--- config.mk ---
export PLATFORM = sky130hd
export DESIGN_NAME = prefetch_issuer
export DESIGN_NICKNAME = d
export VERILOG_FILES = /design/src/rtl/prefetch_pkg.sv /design/src/rtl/prefetch_issuer_pf_addr_step.sv /design/src/rtl/prefetch_issuer.sv
export SDC_FILE = /design/constraint.sdc
export NUM_CORES = 1
export LEC_CHECK = 0
export CAP_MARGIN = 10
export CORE_ASPECT_RATIO = 1.2
export CORE_MARGIN = 2
export CORE_UTILIZATION = 50
export DETAILED_ROUTE_END_ITERATION = 8
export PLACE_DENSITY = 0.7
export SLEW_MARGIN = 10
export SYNTH_ARGS = -nofsm -noshare
export SYNTH_HDL_FRONTEND = slang
export SYNTH_SLANG_ARGS = --single-unit
--- constraint.sdc ---
create_clock -name clk -period 14.4 [get_ports clk]
set_input_delay 3.6 -clock clk [delete_from_list [all_inputs] [get_ports clk]]
set_output_delay 3.6 -clock clk [all_outputs]
set_load 0.01 [all_outputs]
--- src/rtl/prefetch_pkg.sv ---
// Shared types and defaults for the prefetch issuer.
//   addr_t      : default-width address/stride word
//   pf_state_t  : issuer FSM states (IDLE, ISSUE)
package prefetch_pkg;

    localparam int unsigned DEFAULT_ADDR_BITS = 64;
    localparam int unsigned DEFAULT_PAGE_BITS = 12;

    typedef logic [DEFAULT_ADDR_BITS-1:0] addr_t;

    typedef enum logic {
        IDLE,
        ISSUE
    } pf_state_t;

endpackage

--- src/rtl/prefetch_issuer_pf_addr_step.sv ---
// pfAddrStep: combinational address stepper.
// Adds a two's-complement stride to an address (mod 2^ADDR_BITS) and flags when the
// result leaves the given page.
//   addr_i          : base address
//   stride_i        : signed stride
//   page_i          : page number the result must stay within
//   next_o          : addr_i + stride_i, wrapped
//   crosses_page_o  : result outside page_i, or the add wrapped the address space
module pfAddrStep
    import prefetch_pkg::*;
#(
    parameter int unsigned ADDR_BITS = DEFAULT_ADDR_BITS,
    parameter int unsigned PAGE_BITS = DEFAULT_PAGE_BITS
) (
    input  logic [ADDR_BITS-1:0]           addr_i,
    input  logic [ADDR_BITS-1:0]           stride_i,
    input  logic [ADDR_BITS-PAGE_BITS-1:0] page_i,
    output logic [ADDR_BITS-1:0]           next_o,
    output logic                           crosses_page_o
);

    logic [ADDR_BITS:0] sum;
    logic               wrap;

    always_comb begin
        sum  = {1'b0, addr_i} + {1'b0, stride_i};
        // Positive stride wraps on carry-out; negative stride wraps on missing carry (borrow).
        wrap = stride_i[ADDR_BITS-1] ? ~sum[ADDR_BITS] : sum[ADDR_BITS];
        next_o         = sum[ADDR_BITS-1:0];
        crosses_page_o = wrap || (sum[ADDR_BITS-1:PAGE_BITS] != page_i);
    end

endmodule

--- src/rtl/prefetch_issuer.sv ---
// prefetch_issuer: turns (demand access, stride) pairs into bursts of up to DEPTH
// prefetch addresses on a valid/ready port, never leaving the trigger page.
//   clk, reset          : clock, synchronous active-high reset
//   en                  : enables capture of new accesses (does not stall a burst)
//   accessValid/Addr    : demand access
//   stride              : detected stride, 0 = none
//   pfValid/pfAddr      : prefetch request (registered)
//   pfReady             : request accepted
//   busy                : burst in progress
//   issuedCount         : saturating count of accepted requests
module prefetch_issuer
    import prefetch_pkg::*;
#(
    parameter int unsigned ADDR_BITS = DEFAULT_ADDR_BITS,
    parameter int unsigned DEPTH     = 4,
    parameter int unsigned PAGE_BITS = DEFAULT_PAGE_BITS
) (
    input  logic                 clk,
    input  logic                 reset,
    input  logic                 en,
    input  logic                 accessValid,
    input  logic [ADDR_BITS-1:0] accessAddr,
    input  logic [ADDR_BITS-1:0] stride,
    output logic                 pfValid,
    output logic [ADDR_BITS-1:0] pfAddr,
    input  logic                 pfReady,
    output logic                 busy,
    output logic [15:0]          issuedCount
);

    localparam int unsigned PAGE_W = ADDR_BITS - PAGE_BITS;
    localparam int unsigned CNT_W  = $clog2(DEPTH + 1);
    localparam logic [CNT_W-1:0] DEPTH_CNT = CNT_W'(DEPTH);

    pf_state_t            state_q;
    logic [ADDR_BITS-1:0] pf_addr_q;
    logic [ADDR_BITS-1:0] stride_q;
    logic [PAGE_W-1:0]    page_q;
    logic [CNT_W-1:0]     beat_q;
    logic                 pend_valid_q;
    logic [ADDR_BITS-1:0] pend_addr_q;
    logic [ADDR_BITS-1:0] pend_stride_q;
    logic [15:0]          issued_q;

    logic                 trigger;
    logic                 handshake;
    logic [ADDR_BITS-1:0] rs_addr;
    logic [ADDR_BITS-1:0] rs_stride;
    logic [ADDR_BITS-1:0] rs_next;
    logic                 rs_cross;
    logic [ADDR_BITS-1:0] st_next;
    logic                 st_cross;

    assign trigger   = accessValid && en && (stride != '0);
    assign handshake = (state_q == ISSUE) && pfReady;

    // A same-cycle trigger outranks the pending entry as restart source.
    assign rs_addr   = trigger ? accessAddr : pend_addr_q;
    assign rs_stride = trigger ? stride     : pend_stride_q;

    pfAddrStep #(
        .ADDR_BITS (ADDR_BITS),
        .PAGE_BITS (PAGE_BITS)
    ) u_restart_step (
        .addr_i         (rs_addr),
        .stride_i       (rs_stride),
        .page_i         (rs_addr[ADDR_BITS-1:PAGE_BITS]),
        .next_o         (rs_next),
        .crosses_page_o (rs_cross)
    );

    pfAddrStep #(
        .ADDR_BITS (ADDR_BITS),
        .PAGE_BITS (PAGE_BITS)
    ) u_burst_step (
        .addr_i         (pf_addr_q),
        .stride_i       (stride_q),
        .page_i         (page_q),
        .next_o         (st_next),
        .crosses_page_o (st_cross)
    );

    always_ff @(posedge clk) begin
        if (reset) begin
            state_q       <= IDLE;
            pf_addr_q     <= '0;
            stride_q      <= '0;
            page_q        <= '0;
            beat_q        <= '0;
            pend_valid_q  <= 1'b0;
            pend_addr_q   <= '0;
            pend_stride_q <= '0;
            issued_q      <= '0;
        end else begin
            if (handshake && (issued_q != 16'hFFFF)) begin
                issued_q <= issued_q + 16'd1;
            end

            unique case (state_q)
                IDLE: begin
                    if (trigger && !rs_cross) begin
                        state_q   <= ISSUE;
                        pf_addr_q <= rs_next;
                        stride_q  <= rs_stride;
                        page_q    <= rs_addr[ADDR_BITS-1:PAGE_BITS];
                        beat_q    <= CNT_W'(1);
                    end
                end
                ISSUE: begin
                    if (!handshake) begin
                        // Request held stable; newest trigger parks in the pending slot.
                        if (trigger) begin
                            pend_valid_q  <= 1'b1;
                            pend_addr_q   <= accessAddr;
                            pend_stride_q <= stride;
                        end
                    end else if (trigger || pend_valid_q) begin
                        // Preempt: rest of the current burst is discarded.
                        pend_valid_q <= 1'b0;
                        if (rs_cross) begin
                            state_q <= IDLE;
                        end else begin
                            pf_addr_q <= rs_next;
                            stride_q  <= rs_stride;
                            page_q    <= rs_addr[ADDR_BITS-1:PAGE_BITS];
                            beat_q    <= CNT_W'(1);
                        end
                    end else if ((beat_q == DEPTH_CNT) || st_cross) begin
                        state_q <= IDLE;
                    end else begin
                        pf_addr_q <= st_next;
                        beat_q    <= beat_q + CNT_W'(1);
                    end
                end
                default: state_q <= IDLE;
            endcase
        end
    end

    assign pfValid     = (state_q == ISSUE);
    assign busy        = (state_q == ISSUE);
    assign pfAddr      = pf_addr_q;
    assign issuedCount = issued_q;

endmodule
==> results by group <==
Power and ir drop
  • Net Sw Frac: 29.6%
  • Int Pwr: about 1.6 mW
  • Combinational power share: between 10% and 20%
  • P_sw: 0.676 mW
  • Reg power frac: about two fifths
  • Clock share of power: 44.3%
  • Leak pwr: 12.3 nW
  • Peak supply drop: slightly below 90 uV
  • P per Cell Area: between 70 and 80 nW/um^2

Run status
  • Violations in the final reports: max-capacitance violations
  • Status: complete, but fails checks

CTS
  • Cts hold-fix bufs: 0
  • Setup Buffers After CTS: 0
  • Resize count post-CTS: 0
  • Clock Tree Buf Depth: 3
  • Clock Latency Late Sink: 590 ps
  • CTS Buf Count: 39
  • Root Buffer: clkbuf_16
  • CTS tree: built
  • Clock slew at reported path FFs: 60 ps
  • Clk sinks: 329
  • H-tree levels: 2

Cells and area
  • Util after Layout: 58.5%
  • Ant diodes: 0
  • Register area: 6590 um^2
  • Layout net count: roughly 4,000
  • Layout cells sized above 1: under 10%
  • Area of the multi-input gates: roughly 19,000 um^2
  • Commonest non-fill, non-tap cell in the layout: nor2_1
  • Most frequent cells in the layout: 422 x nor2_1, 329 x dfxtp_1, 306 x nand2_1, 295 x a21oi_1, 248 x a211oi_1
  • P&R area growth vs syn: 15.3%
  • FILL cells: 5,099

Synthesis
  • Syn_nets: 3,865
  • Compound-gate portion of the synthesized area: a little over a quarter
  • Synth async-reset ratio: 0%
  • FF+latch count, synth: around 330
  • Yosys cell types: 90
  • Synth Instances: about 3,600
  • Post-synthesis mux area share: 5.77%
  • XOR/XNOR Fraction of Synth Area: a little under 9%
  • Main flop type after synthesis: dfxtp_1
  • Syn Area/Cell: 7.40 um^2
  • Post-synthesis sequential area ratio: 24.7%
  • Synth Area in Adders: 6.21%
  • Synthesized cell area: about 27,000 um^2
  • Simple-Gate Fraction of Synth Area: 21.4%
  • Synth warn: 0
  • Post-synth EDFFs: 0
  • Largest family of logic cells by synthesized area: compound AO/OA/AOI/OAI gates

Floorplanning
  • Row cnt: 92
  • Die ar.: ~55,000 um^2
  • Die Y: 257 um
  • Top Ports: approximately 220
  • Die width: 215 um
  • Core area: between 50,000 and 60,000 um^2
  • Initial Utilization: 50.7%

Detailed routing
  • DRC violations left: 0
  • Via Count: 28,900
  • DRT antenna net count: 0
  • Total wire length: around 110,000 um
  • DR iter-0 viols: 3,557
  • Routed vias/inst: roughly 6.5
  • DRT Pass-1 Iters: 6
  • WL/cell: roughly 26 um

Timing
  • Relative slew slack: 1.62%
  • Final setup fails: 0
  • Worst Skew: approximately 25 ps
  • Max Clock Freq: approximately 73 MHz
  • RSZ-0062 raised after global routing: no
  • Final Hold Viols: 0
  • Fin. max-slew vios: 0
  • Worst slew pin tran: 1460 ps
  • Final min period: 13,760 ps
  • Final setup TNS: 0 ps
  • Post-route clock period utilization: 95.5%

Critical path
  • Data arrival, critical path: 14,250 ps
  • Crit path launch type: primary input
  • Worst EP required: between 10,000 and 15,000 ps
  • WP buf/inv: 3
  • CP Class: primary input to flop
  • Slowest CP cell: nor4_1
  • Crit path from: stride[13]
  • CP delay by family, top: simple AND/OR/NAND/NOR gates
  • Crit path top cell by count: or4_1
  • Slowest stage delay, CP: 1280 ps
  • Critical R2R Launch: pend_stride_q[8]
  • Worst Setup End Kind: flop
  • Critical Path Fanout Max: between 50 and 60

Place
  • HPWL Detailed: 91,500 um
  • Gpl congestion: roughly 1.1
  • IO buf count: 214

Global routing
  • Met1 Use GR: 56.2%
  • Vias in the first global route: 26,300
  • Grt peak-use layer: met2
  • Pin count of the biggest net entering global routing: between 100 and 150
  • Remaining Overflow, GRT: 0
  • Antenna violations before repair: 0
  • GR Util met3: 6.57%
  • M2 GR Usage: 60.5%
  • First-pass GRT wire length: 169,000 um
  • Overall routing resource usage: 40.1%

Worst hold path
  • Hold WC Path Type: flop to flop
  • HP Start: pfAddr[31]

Flow run
  • MaxCap Viol Count: 1
[power by group through the flow]
stage	clock network, mW	logic (mW)	registers, mW
5_1_grt	1.06	0.377	0.910
6_report	1.01	0.364	0.910
3_5_place_dp	0	0.347	0.930
4_1_cts	1.02	0.349	0.910
3_3_place_gp	0	0.350	0.930
2_1_floorplan	0	0.189	0.930
[worst paths after layout]
kind | slack (ps) | to | cells after the start
setup / recovery | 640 | pfAddr[21] | 26
hold / removal | 490 | pfAddr[31] | 2
setup reg to reg | 6810 | pfAddr[21] | 20
hold reg to reg | 490 | pfAddr[31] | 2
[layer usage]
metal / wire length (um) / up-vias / part of all wire (%)
met2: 48800 / 1537 / 42
met4: 5800 / 0 / 5.0
li1: - / 13400 / -
met1: 49200 / 13800 / 43
met5: 0 / - / 0
met3: 11200 / 259 / 9.7
[registers in the layout, indices dropped and copies added, names as in the netlist]
| register | cells |
|---|---|
| beat_q | 3 |
| busy | 1 |
| issuedCount | 16 |
| page_q | 52 |
| pend_addr_q | 64 |
| pend_stride_q | 64 |
| pend_valid_q | 1 |
| pfAddr | 64 |
| stride_q | 64 |
[cell usage after synthesis (117+ instances only)]
master    instances  area, um^2
mux2i_1         140        1400
xnor2_1         149        1310
ha_1            122        1530
inv_1           150         563
clkbuf_1        194         728
nand3_1         117         586
a211oi_1        248        1860
dfxtp_1         329        6590
o21ai_0         189         946
nand2_1         307        1150
a21oi_1         295        1480
nor2_1          424        1590
[cells by family (layout without fill, tap and decap cells)]
logic type / after synthesis / count (layout)
compound gates: 1106 / 1106
xor+xnor: 260 / 260
fa+ha+maj: 133 / 133
buf+inv: 403 / 524
flops: 329 / 329
mux: 150 / 150
simple gates: 1227 / 1227
[final cells by class]
| type | count | share of cell area, % |
|---|---|---|
| Inverter | 150 | 1.83 |
| Timing Repair Buffer | 306 | 9.43 |
| Clock buffer | 52 | 3.56 |
| Clock inverter | 16 | 0.586 |
| Tap cell | 705 | 2.87 |
| Sequential cell | 329 | 21.4 |
| Multi-Input combinational cell | 2876 | 60.3 |
[worst min-delay path, delay by kind of cell (launching register included)]
family,cells,cell delay (ps)
flip-flops,1,330
AND/OR/NAND/NOR,1,70
AO/OA/AOI/OAI,1,50
[metrics by stage]
step                power (mW)  area, um^2  hold slack (ps)  instances  worst slack [ps]
detailed placement        1.28       29500              483       4366               493
CTS                       2.28       30800              493       4434              1070
global placement          1.28       29500              475       4366               548
finish                    2.29       30800              491       4434               642
global route              2.34       30800              512       4434               598
floorplan                 1.12       26700              460       3608              1700
(Power assumes the default switching activity.)
